[src/rtl/core_pkg.sv]
// Shared RV32I core definitions: widths, ALU opcodes, operand selects and the ID/EX payload.
package core_pkg;

    localparam int unsigned XLEN   = 32;
    localparam int unsigned REG_AW = 5;
    localparam int unsigned ALU_W  = 4;
    localparam int unsigned ASEL_W = 2;

    localparam logic [ALU_W-1:0] ALU_ADD  = 4'b0000;
    localparam logic [ALU_W-1:0] ALU_SUB  = 4'b0001;
    localparam logic [ALU_W-1:0] ALU_AND  = 4'b0100;
    localparam logic [ALU_W-1:0] ALU_OR   = 4'b0101;
    localparam logic [ALU_W-1:0] ALU_XOR  = 4'b0110;
    localparam logic [ALU_W-1:0] ALU_A    = 4'b0111;
    localparam logic [ALU_W-1:0] ALU_SHL  = 4'b1000;
    localparam logic [ALU_W-1:0] ALU_SHR  = 4'b1010;
    localparam logic [ALU_W-1:0] ALU_SHA  = 4'b1011;
    localparam logic [ALU_W-1:0] ALU_SLT  = 4'b1100;
    localparam logic [ALU_W-1:0] ALU_SLTU = 4'b1101;
    localparam logic [ALU_W-1:0] ALU_B    = 4'b1111;

    localparam logic [ASEL_W-1:0] A_SEL_REG  = 2'b00;
    localparam logic [ASEL_W-1:0] A_SEL_PC   = 2'b01;
    localparam logic [ASEL_W-1:0] A_SEL_ZERO = 2'b10;

    localparam logic B_SEL_REG = 1'b0;
    localparam logic B_SEL_IMM = 1'b1;

    // Contents of the EX slot held between decode and the ALU.
    typedef struct packed {
        logic              valid;
        logic [XLEN-1:0]   pc;
        logic [XLEN-1:0]   rs1_val;
        logic [XLEN-1:0]   rs2_val;
        logic [XLEN-1:0]   imm;
        logic [REG_AW-1:0] rs1;
        logic [REG_AW-1:0] rs2;
        logic [REG_AW-1:0] rd;
        logic [ALU_W-1:0]  alu_ctrl;
        logic [ASEL_W-1:0] a_sel;
        logic              b_sel;
        logic              reg_write;
        logic              mem_read;
        logic              mem_write;
    } id_ex_t;

endpackage

[src/rtl/id_ex_stage_fwd_mux.sv]
// Operand forwarding select: MEM result over WB result over stored value; x0 never forwarded.
module fwd_mux
    import core_pkg::*;
(
    input  logic [REG_AW-1:0] rs,
    input  logic [XLEN-1:0]   stored_val,
    input  logic              mem_valid,
    input  logic [REG_AW-1:0] mem_rd,
    input  logic [XLEN-1:0]   mem_data,
    input  logic              wb_valid,
    input  logic [REG_AW-1:0] wb_rd,
    input  logic [XLEN-1:0]   wb_data,
    output logic [XLEN-1:0]   fwd_val_c
);

    // Youngest matching producer wins.
    always_comb begin
        fwd_val_c = stored_val;
        if (mem_valid && (mem_rd != '0) && (mem_rd == rs)) begin
            fwd_val_c = mem_data;
        end else if (wb_valid && (wb_rd != '0) && (wb_rd == rs)) begin
            fwd_val_c = wb_data;
        end
    end

endmodule

[src/rtl/id_ex_stage.sv]
// ID/EX pipeline register with load-use bubble insertion and MEM/WB operand forwarding.
// Optional macro ID_EX_STATS_EN adds stat_bubbles / stat_flushes event counters.
module id_ex_stage
    import core_pkg::*;
(
    input  logic              clk,
    input  logic              reset,
    input  logic              flush,
    input  logic              ex_hold,
    input  logic              id_valid,
    input  logic [XLEN-1:0]   id_pc,
    input  logic [XLEN-1:0]   id_rs1_val,
    input  logic [XLEN-1:0]   id_rs2_val,
    input  logic [XLEN-1:0]   id_imm,
    input  logic [REG_AW-1:0] id_rs1,
    input  logic [REG_AW-1:0] id_rs2,
    input  logic [REG_AW-1:0] id_rd,
    input  logic [ALU_W-1:0]  id_alu_ctrl,
    input  logic [ASEL_W-1:0] id_a_sel,
    input  logic              id_b_sel,
    input  logic              id_reg_write,
    input  logic              id_mem_read,
    input  logic              id_mem_write,
    input  logic              mem_fwd_valid,
    input  logic [REG_AW-1:0] mem_fwd_rd,
    input  logic [XLEN-1:0]   mem_fwd_data,
    input  logic              wb_fwd_valid,
    input  logic [REG_AW-1:0] wb_fwd_rd,
    input  logic [XLEN-1:0]   wb_fwd_data,
    output logic              id_stall,
    output logic              ex_valid,
    output logic [XLEN-1:0]   ex_pc,
    output logic [XLEN-1:0]   ex_src_a,
    output logic [XLEN-1:0]   ex_src_b,
    output logic [ALU_W-1:0]  ex_alu_ctrl,
    output logic [XLEN-1:0]   ex_store_data,
    output logic [REG_AW-1:0] ex_rd,
    output logic              ex_reg_write,
    output logic              ex_mem_read,
    output logic              ex_mem_write
`ifdef ID_EX_STATS_EN
    ,
    output logic [31:0]       stat_bubbles,
    output logic [31:0]       stat_flushes
`endif
);

    id_ex_t          ex_q;
    id_ex_t          cap_c;
    logic            uses_rs1_c;
    logic            uses_rs2_c;
    logic            lu_c;
    logic [XLEN-1:0] fwd_rs1_c;
    logic [XLEN-1:0] fwd_rs2_c;

    // Load-use detection against the load currently sitting in EX.
    always_comb begin
        uses_rs1_c = (id_a_sel == A_SEL_REG);
        uses_rs2_c = (id_b_sel == B_SEL_REG) | id_mem_write;
        lu_c = id_valid & ex_q.valid & ex_q.mem_read & (ex_q.rd != '0) &
               ((uses_rs1_c & (id_rs1 == ex_q.rd)) | (uses_rs2_c & (id_rs2 == ex_q.rd)));
    end

    assign id_stall = ~reset & (lu_c | ex_hold);

    // Payload presented by decode, with the WB result bypassed over the register file read.
    always_comb begin
        cap_c           = '0;
        cap_c.valid     = id_valid;
        cap_c.pc        = id_pc;
        cap_c.rs1_val   = id_rs1_val;
        cap_c.rs2_val   = id_rs2_val;
        cap_c.imm       = id_imm;
        cap_c.rs1       = id_rs1;
        cap_c.rs2       = id_rs2;
        cap_c.rd        = id_rd;
        cap_c.alu_ctrl  = id_alu_ctrl;
        cap_c.a_sel     = id_a_sel;
        cap_c.b_sel     = id_b_sel;
        cap_c.reg_write = id_valid & id_reg_write;
        cap_c.mem_read  = id_valid & id_mem_read;
        cap_c.mem_write = id_valid & id_mem_write;
        if (wb_fwd_valid && (wb_fwd_rd != '0) && (wb_fwd_rd == id_rs1)) begin
            cap_c.rs1_val = wb_fwd_data;
        end
        if (wb_fwd_valid && (wb_fwd_rd != '0) && (wb_fwd_rd == id_rs2)) begin
            cap_c.rs2_val = wb_fwd_data;
        end
    end

    // EX slot update: reset > flush > hold (refresh operands) > bubble > load.
    always_ff @(posedge clk) begin
        if (reset) begin
            ex_q <= '0;
        end else if (flush) begin
            ex_q.valid     <= 1'b0;
            ex_q.reg_write <= 1'b0;
            ex_q.mem_read  <= 1'b0;
            ex_q.mem_write <= 1'b0;
        end else if (ex_hold) begin
            ex_q.rs1_val <= fwd_rs1_c;
            ex_q.rs2_val <= fwd_rs2_c;
        end else if (lu_c) begin
            ex_q.valid     <= 1'b0;
            ex_q.reg_write <= 1'b0;
            ex_q.mem_read  <= 1'b0;
            ex_q.mem_write <= 1'b0;
        end else begin
            ex_q <= cap_c;
        end
    end

    fwd_mux u_fwd_rs1 (
        .rs         (ex_q.rs1),
        .stored_val (ex_q.rs1_val),
        .mem_valid  (mem_fwd_valid),
        .mem_rd     (mem_fwd_rd),
        .mem_data   (mem_fwd_data),
        .wb_valid   (wb_fwd_valid),
        .wb_rd      (wb_fwd_rd),
        .wb_data    (wb_fwd_data),
        .fwd_val_c  (fwd_rs1_c)
    );

    fwd_mux u_fwd_rs2 (
        .rs         (ex_q.rs2),
        .stored_val (ex_q.rs2_val),
        .mem_valid  (mem_fwd_valid),
        .mem_rd     (mem_fwd_rd),
        .mem_data   (mem_fwd_data),
        .wb_valid   (wb_fwd_valid),
        .wb_rd      (wb_fwd_rd),
        .wb_data    (wb_fwd_data),
        .fwd_val_c  (fwd_rs2_c)
    );

    // ALU operand selection from the registered selects.
    always_comb begin
        ex_src_a = '0;
        case (ex_q.a_sel)
            A_SEL_REG: ex_src_a = fwd_rs1_c;
            A_SEL_PC:  ex_src_a = ex_q.pc;
            default:   ex_src_a = '0;
        endcase
        ex_src_b = (ex_q.b_sel == B_SEL_IMM) ? ex_q.imm : fwd_rs2_c;
    end

    assign ex_store_data = fwd_rs2_c;
    assign ex_valid      = ex_q.valid;
    assign ex_pc         = ex_q.pc;
    assign ex_alu_ctrl   = ex_q.alu_ctrl;
    assign ex_rd         = ex_q.rd;
    assign ex_reg_write  = ex_q.reg_write;
    assign ex_mem_read   = ex_q.mem_read;
    assign ex_mem_write  = ex_q.mem_write;

`ifdef ID_EX_STATS_EN
    // Count taken load-use bubbles and flushes; both wrap naturally.
    always_ff @(posedge clk) begin
        if (reset) begin
            stat_bubbles <= '0;
            stat_flushes <= '0;
        end else begin
            if (flush) begin
                stat_flushes <= stat_flushes + 32'(1);
            end
            if (!flush && !ex_hold && lu_c) begin
                stat_bubbles <= stat_bubbles + 32'(1);
            end
        end
    end
`endif

endmodule

[config.mk]
export PLATFORM = sky130hd
export DESIGN_NAME = id_ex_stage
export DESIGN_NICKNAME = d
export VERILOG_FILES = /design/src/rtl/core_pkg.sv /design/src/rtl/id_ex_stage_fwd_mux.sv /design/src/rtl/id_ex_stage.sv
export SDC_FILE = /design/constraint.sdc
export NUM_CORES = 1
export LEC_CHECK = 0
export CORE_UTILIZATION = 44
export CTS_BUF_LIST = sky130_fd_sc_hd__clkbuf_8
export CTS_CLUSTER_DIAMETER = 60
export DETAILED_ROUTE_END_ITERATION = 16
export PLACE_DENSITY_LB_ADDON = 0.3
export RECOVER_POWER = 50
export SKIP_CTS_REPAIR_TIMING = 1
export SLEW_MARGIN = 20
export SYNTH_ARGS = -nofsm -noshare
export SYNTH_HDL_FRONTEND = slang
export SYNTH_SLANG_ARGS = --single-unit
[constraint.sdc]
create_clock -name clk -period 3.07 [get_ports clk]
set_input_delay 0.614 -clock clk [delete_from_list [all_inputs] [get_ports clk]]
set_output_delay 0.614 -clock clk [all_outputs]
set_load 0.01 [all_outputs]
---- Word-level counts from Yosys, hierarchy flattened ----
Index checks and enable logic that the tools add are counted.
storage, ports and cells
  register bits after elaboration ......... 154
  bits in latches ......................... 0
  memory bits (writable) .................. 0
  memory bits (read-only) ................. 0
  bits of input ports ..................... 234
  output and inout bits ................... 142
  logic and storage cells ................. 70
  memories ................................ 0
cells by class
  add/sub/neg operators ................... 0
  $mul .................................... 0
  div/mod/pow operators ................... 0
  magnitude comparators ................... 0
  eq/ne operators ......................... 10
  shift operators ......................... 0
  multiplexer cells ....................... 12
  bitwise logic cells ..................... 18
  reduce and logical (&&, ||, !) cells .... 16
operators with widths
  cell                                                                   count
  32-bit 2-to-1 mux                                                      7
  118-bit 2-to-1 mux                                                     1
  64-bit 2-to-1 mux                                                      1
  32-bit case mux with 2 select lines                                    1
  5-bit equality test                                                    8
  5-bit nonzero test                                                     3
  1-bit AND                                                              10
  1-bit logical AND                                                      8
  1-bit NOT                                                              5
  2-bit zero test                                                        2
  3-bit 2-to-1 mux                                                       1
  1-bit OR                                                               3
  3-bit AND reduction                                                    1
  2-bit by 1-bit equality test with 1-bit output, second input constant  1
  2-bit inequality test, second input constant                           1
  2-bit AND reduction                                                    1
  2-bit OR reduction                                                     1
  1-bit 2-to-1 mux                                                       1

---- Depth between registers and ports, before layout ----
  depth after elaboration ................. 7
  mapped depth ............................ 10
  mapped depth without buffers ............ 6

---- Cells and area by module ----
From an unflattened synthesis, not the netlist that was laid out.
second synthesis, totals
  cell total of the unflattened synthesis .. 1,326
  area, all modules ....................... 11,233.3 µm²
by module, submodules not included
  module       instances  cells each  area an instance (µm²)  seq. area each (µm²)
  id_ex_stage  1          956         8,898.5                 3,083.0
  fwd_mux      2          185         1,167.4                 0.0

---- Worst setup path before layout ----
OpenSTA, ideal clock, no wires.
  kind .................................... input to output
  from .................................... input port wb_fwd_rd[0]
  to ...................................... output port ex_src_a[0]
  arrival ................................. 2.648 ns
  required time ........................... 2.456 ns
  path slack .............................. -0.192 ns
  stages on the path ...................... 10
  buffers on the path ..................... 4
  path through ............................ buf_2 > or4_4 > o21a_1 > buf_6 > and3_4 > buf_6 > buf_6 > mux2i_1 > a211o_1 > a21oi_1
between the ends
  longest elaborated chain between the ends .. 6
  elaborated cells between the ends (all ways) .. 7
  classes of those cells .................. eq/ne: 1; mux: 3; reduce/logical: 3
RTL lines
  element                                  line                       source
  start: declaration                       id_ex_stage.sv:28          input logic [REG_AW-1:0] wb_fwd_rd,
  5-bit nonzero test                       id_ex_stage_fwd_mux.sv:21  end else if (wb_valid && (wb_rd != '0) && (wb_rd == rs)) begin
  1-bit logical AND                        id_ex_stage_fwd_mux.sv:21
  1-bit logical AND (*)                    id_ex_stage_fwd_mux.sv:21
  32-bit 2-to-1 mux (*)                    id_ex_stage_fwd_mux.sv:21
  32-bit 2-to-1 mux (*)                    id_ex_stage_fwd_mux.sv:19  if (mem_valid && (mem_rd != '0) && (mem_rd == rs)) begin
  32-bit case mux with 2 select lines (*)  id_ex_stage.sv:140         case (ex_q.a_sel)
  end: declaration                         id_ex_stage.sv:33          output logic [XLEN-1:0] ex_src_a,
Every way passes the cells marked *; elsewhere a longest branch is shown, timed or not.

---- Worst setup path in the final report ----
  from .................................... input port mem_fwd_rd[1]
  to ...................................... output port ex_src_b[25]
between the ends
  longest elaborated chain between the ends .. 5
  elaborated cells between the ends (all ways) .. 6
  classes of those cells .................. eq/ne: 1; mux: 2; reduce/logical: 3
RTL lines
  element                line                       source
  start: declaration     id_ex_stage.sv:25          input logic [REG_AW-1:0] mem_fwd_rd,
  5-bit nonzero test     id_ex_stage_fwd_mux.sv:19
  1-bit logical AND      id_ex_stage_fwd_mux.sv:19
  1-bit logical AND (*)  id_ex_stage_fwd_mux.sv:19
  32-bit 2-to-1 mux (*)  id_ex_stage_fwd_mux.sv:19
  32-bit 2-to-1 mux (*)  id_ex_stage.sv:145         ex_src_b = (ex_q.b_sel == B_SEL_IMM) ? ex_q.imm : fwd_rs2_c;
  end: declaration       id_ex_stage.sv:34          output logic [XLEN-1:0] ex_src_b,
Marks and branches as above.

==> summary.txt <==
STA
  • Max Fclk: 289 MHz
  • Hold Slack: 472 ps
  • Final Cycle Share: 113%
  • Slew Viols, Final: 0
  • # setup viols final: 130
  • Tmin final: 3460 ps
  • Final clock skew: 20.2 ps
  • Worst setup margin: -386 ps
  • Worst-margin pin slew: 1100 ps
  • RSZ-0062 raised after global routing: true
  • Count of final hold-check violations: 0
  • Worst slew margin: 26.5%

Clock tree
  • CTS tree: built
  • Clock latency on the worst-skew pair: 480 ps
  • CTS H-tree lvls: 4
  • Clk buf depth: 2
  • Clk root buf: clkbuf_8
  • Reg clk slew, reported paths: 100 ps
  • Clock sinks: 154
  • CTS Buf Count: 17

Min path
  • Min-delay worst type: register to register

Routing
  • Vias/cell: 6.75
  • First-pass DRT Iterations: 7
  • Initial detailed-routing violation count: 1848
  • Via count: 14551
  • Wirelength per Cell: 26.4 µm
  • DRC errors left: 0
  • Final ANT Viol Nets: 0
  • Drt total wl: 56900 µm

Worst setup path
  • Crit-path cells: dlymetal6s2s_1 -> buf_4 -> xnor2_1 -> nand2_1 -> buf_4 -> nor4_1 -> a31oi_4 -> buf_6 -> mux2_4 -> buf_6
  • Critical path arrival: 2840 ps
  • CP peak stage delay: 620 ps
  • CP Data Required Time: 2460 ps
  • Crit path max fanout: 32
  • Worst Setup End Kind: output pin
  • WS Path Type: input port to output pin
  • CP Launch Type: input port
  • Slowest CP cell: nor4_1

Floorplanning
  • Initial core utilization: 45.0%
  • Die Y: 163 µm
  • Full die area: 0.0265 mm²
  • Row count: 58
  • CORE AREA: 0.0253 mm²
  • Die width: 163 µm
  • Io pins: 376

Synthesis
  • FF+latch count, synth: 154
  • Sequential share of the synthesized area: 27.1%
  • Yosys cell types: 45
  • Synthesized area per cell: 8.08 µm²
  • Cells after Synth: 1406
  • Area leader, netlist: dfxtp_1
  • Synth cell count leaders: 154 x dfxtp_1, 152 x a21oi_1, 150 x o31ai_1, 136 x clkbuf_1, 123 x nand4_1
  • Synth top area cells: dfxtp_1 27%, o31ai_1 9.9%, nand4_1 6.8%, a21oi_1 6.7%, mux2_2 6.1%
  • Post-synth top area share: 27.1%
  • Post-synth EDFFs: 0
  • Async SR Flop Fraction: 0%
  • Synth Flop Type: dfxtp_1
  • Most frequent cell after synthesis: dfxtp_1
  • Syn Nets: 1640
  • Synthesis Warnings: 0
  • Post-synth design cell area: 0.0114 mm²

Global routing
  • Vias in the first global route: 12865
  • Gr ovfl total: 0
  • Overall Global Routing Usage: 35.7%
  • Initial antenna violation count: 3
  • Largest net degree at the start of global routing: 115
  • Global-route wire length before repair: 73700 µm

Run
  • Total of max-cap violations: 0

Finish
  • Fillers: 1729
  • Final core occ: 75.0%
  • Area Growth Syn to Fin: 66.7%
  • Layout cells sized above 1: 35.8%
  • Multi-input gate area: 0.00823 mm²
  • Final std cells w/o fill: 2156
  • Nets@finish: 2046
  • Register Area: 0.00310 mm²

Placed design
  • Dpl hpwl: 33700 µm
  • IO Port Bufs: 375
  • GP Congestion: 0.951
  • Dpl cells: 2026
  • Dpl ws: -1020 ps

Power
  • P per Cell Area: 342 mW/mm²
  • Peak supply drop: 242 µV
  • Tot Pwr: 6.48 mW
  • P_leak: 7.12 nW

Status
  • Status: finished with violations
  • Failing checks: setup timing
layout by cell type (no fill, tap or decap), types with 27 or more instances in the layout:
master           instances
clkdlybuf4s50_1        217
dfxtp_1                147
o31ai_1                118
a21oi_2                 30
nand2_1                106
nand4_1                123
a31oi_4                 32
buf_6                  140
a21oi_1                122
buf_12                  41
nor2_1                  33
mux2_2                  39
a211o_1                 52
a221oi_2                35
mux2i_1                 28
inv_1                   64
buf_2                   27
o31ai_4                 31
a221oi_1                29
a31o_2                  31
buf_4                  103
dlygate4sd3_1           46
path summary, 6_finish.rpt:
| check | slack (ps) | depth (start not counted) | start | endpoint |
|---|---|---|---|---|
| setup / recovery | -390 | 10 | mem_fwd_rd[1] | ex_src_b[25] |
| hold reg to reg | 470 | 2 | ex_q[116]$_SDFFE_PP0P_ | ex_q[116]$_SDFFE_PP0P_ |
| setup reg to reg | 240 | 9 | ex_rd[4]$_SDFFE_PP0P_ | ex_q[88]$_SDFFE_PP0P_ |
| hold / removal | 470 | 2 | ex_q[116]$_SDFFE_PP0P_ | ex_q[116]$_SDFFE_PP0P_ |
report_power, final:
part | internal (mW) | leakage [nW] | switching [mW] | total [mW]
clock | 0.841 | 0.223 | 0.983 | 1.82
sequential | 2.11 | 1.27 | 0.112 | 2.22
combinational | 1.25 | 5.62 | 1.18 | 2.43
total | 4.20 | 7.12 | 2.27 | 6.48
layout make-up:
class                   instances  area share [%]
repair buffers                615            34.3
inverters                      66            1.33
multi-input cells             958            43.5
clock buffers                  17            1.24
diodes                          1          0.0132
well taps                     330            2.18
flip-flops and latches        154            16.4
clock inverters                15            1.08
sequential cells by signal (all words and copies together) (netlist names):
name	cells
ex_q	109
ex_valid	1
ex_pc	32
ex_rd	5
ex_mem_write	1
ex_alu_ctrl	4
ex_reg_write	1
ex_mem_read	1
cells by family after synthesis:
group / count (synthesis) / synth area share (%)
mux: 94 / 9.05
simple gates: 320 / 14.7
flops: 154 / 27.1
compound gates: 504 / 33.5
xor+xnor: 40 / 3.08
buf+inv: 294 / 12.5
worst max-delay path: cells and delay by family:
family / cells / cell delay, ps
compound gates: 1 / 80
xor+xnor: 1 / 210
buf+inv: 5 / 880
mux: 1 / 270
simple gates: 2 / 750
per-stage QoR:
stage	cell area [µm²]	setup TNS, ps
after floorplan	11500	-2860
final	18900	-19740
after global placement	15900	-97350
after global routing	18900	-29470
after detailed placement	15900	-101240
after CTS	16400	-85640
metal layers:
layer | routed length, µm | up-vias | GRT usage, %
met5 | 13 | - | 0
met4 | 2870 | 2 | 15.1
met3 | 6610 | 253 | 8.28
met2 | 26000 | 1118 | 55.4
met1 | 21400 | 7022 | 47.3
li1 | - | 6156 | -
Note: power is estimated with default switching activity, not from simulation.
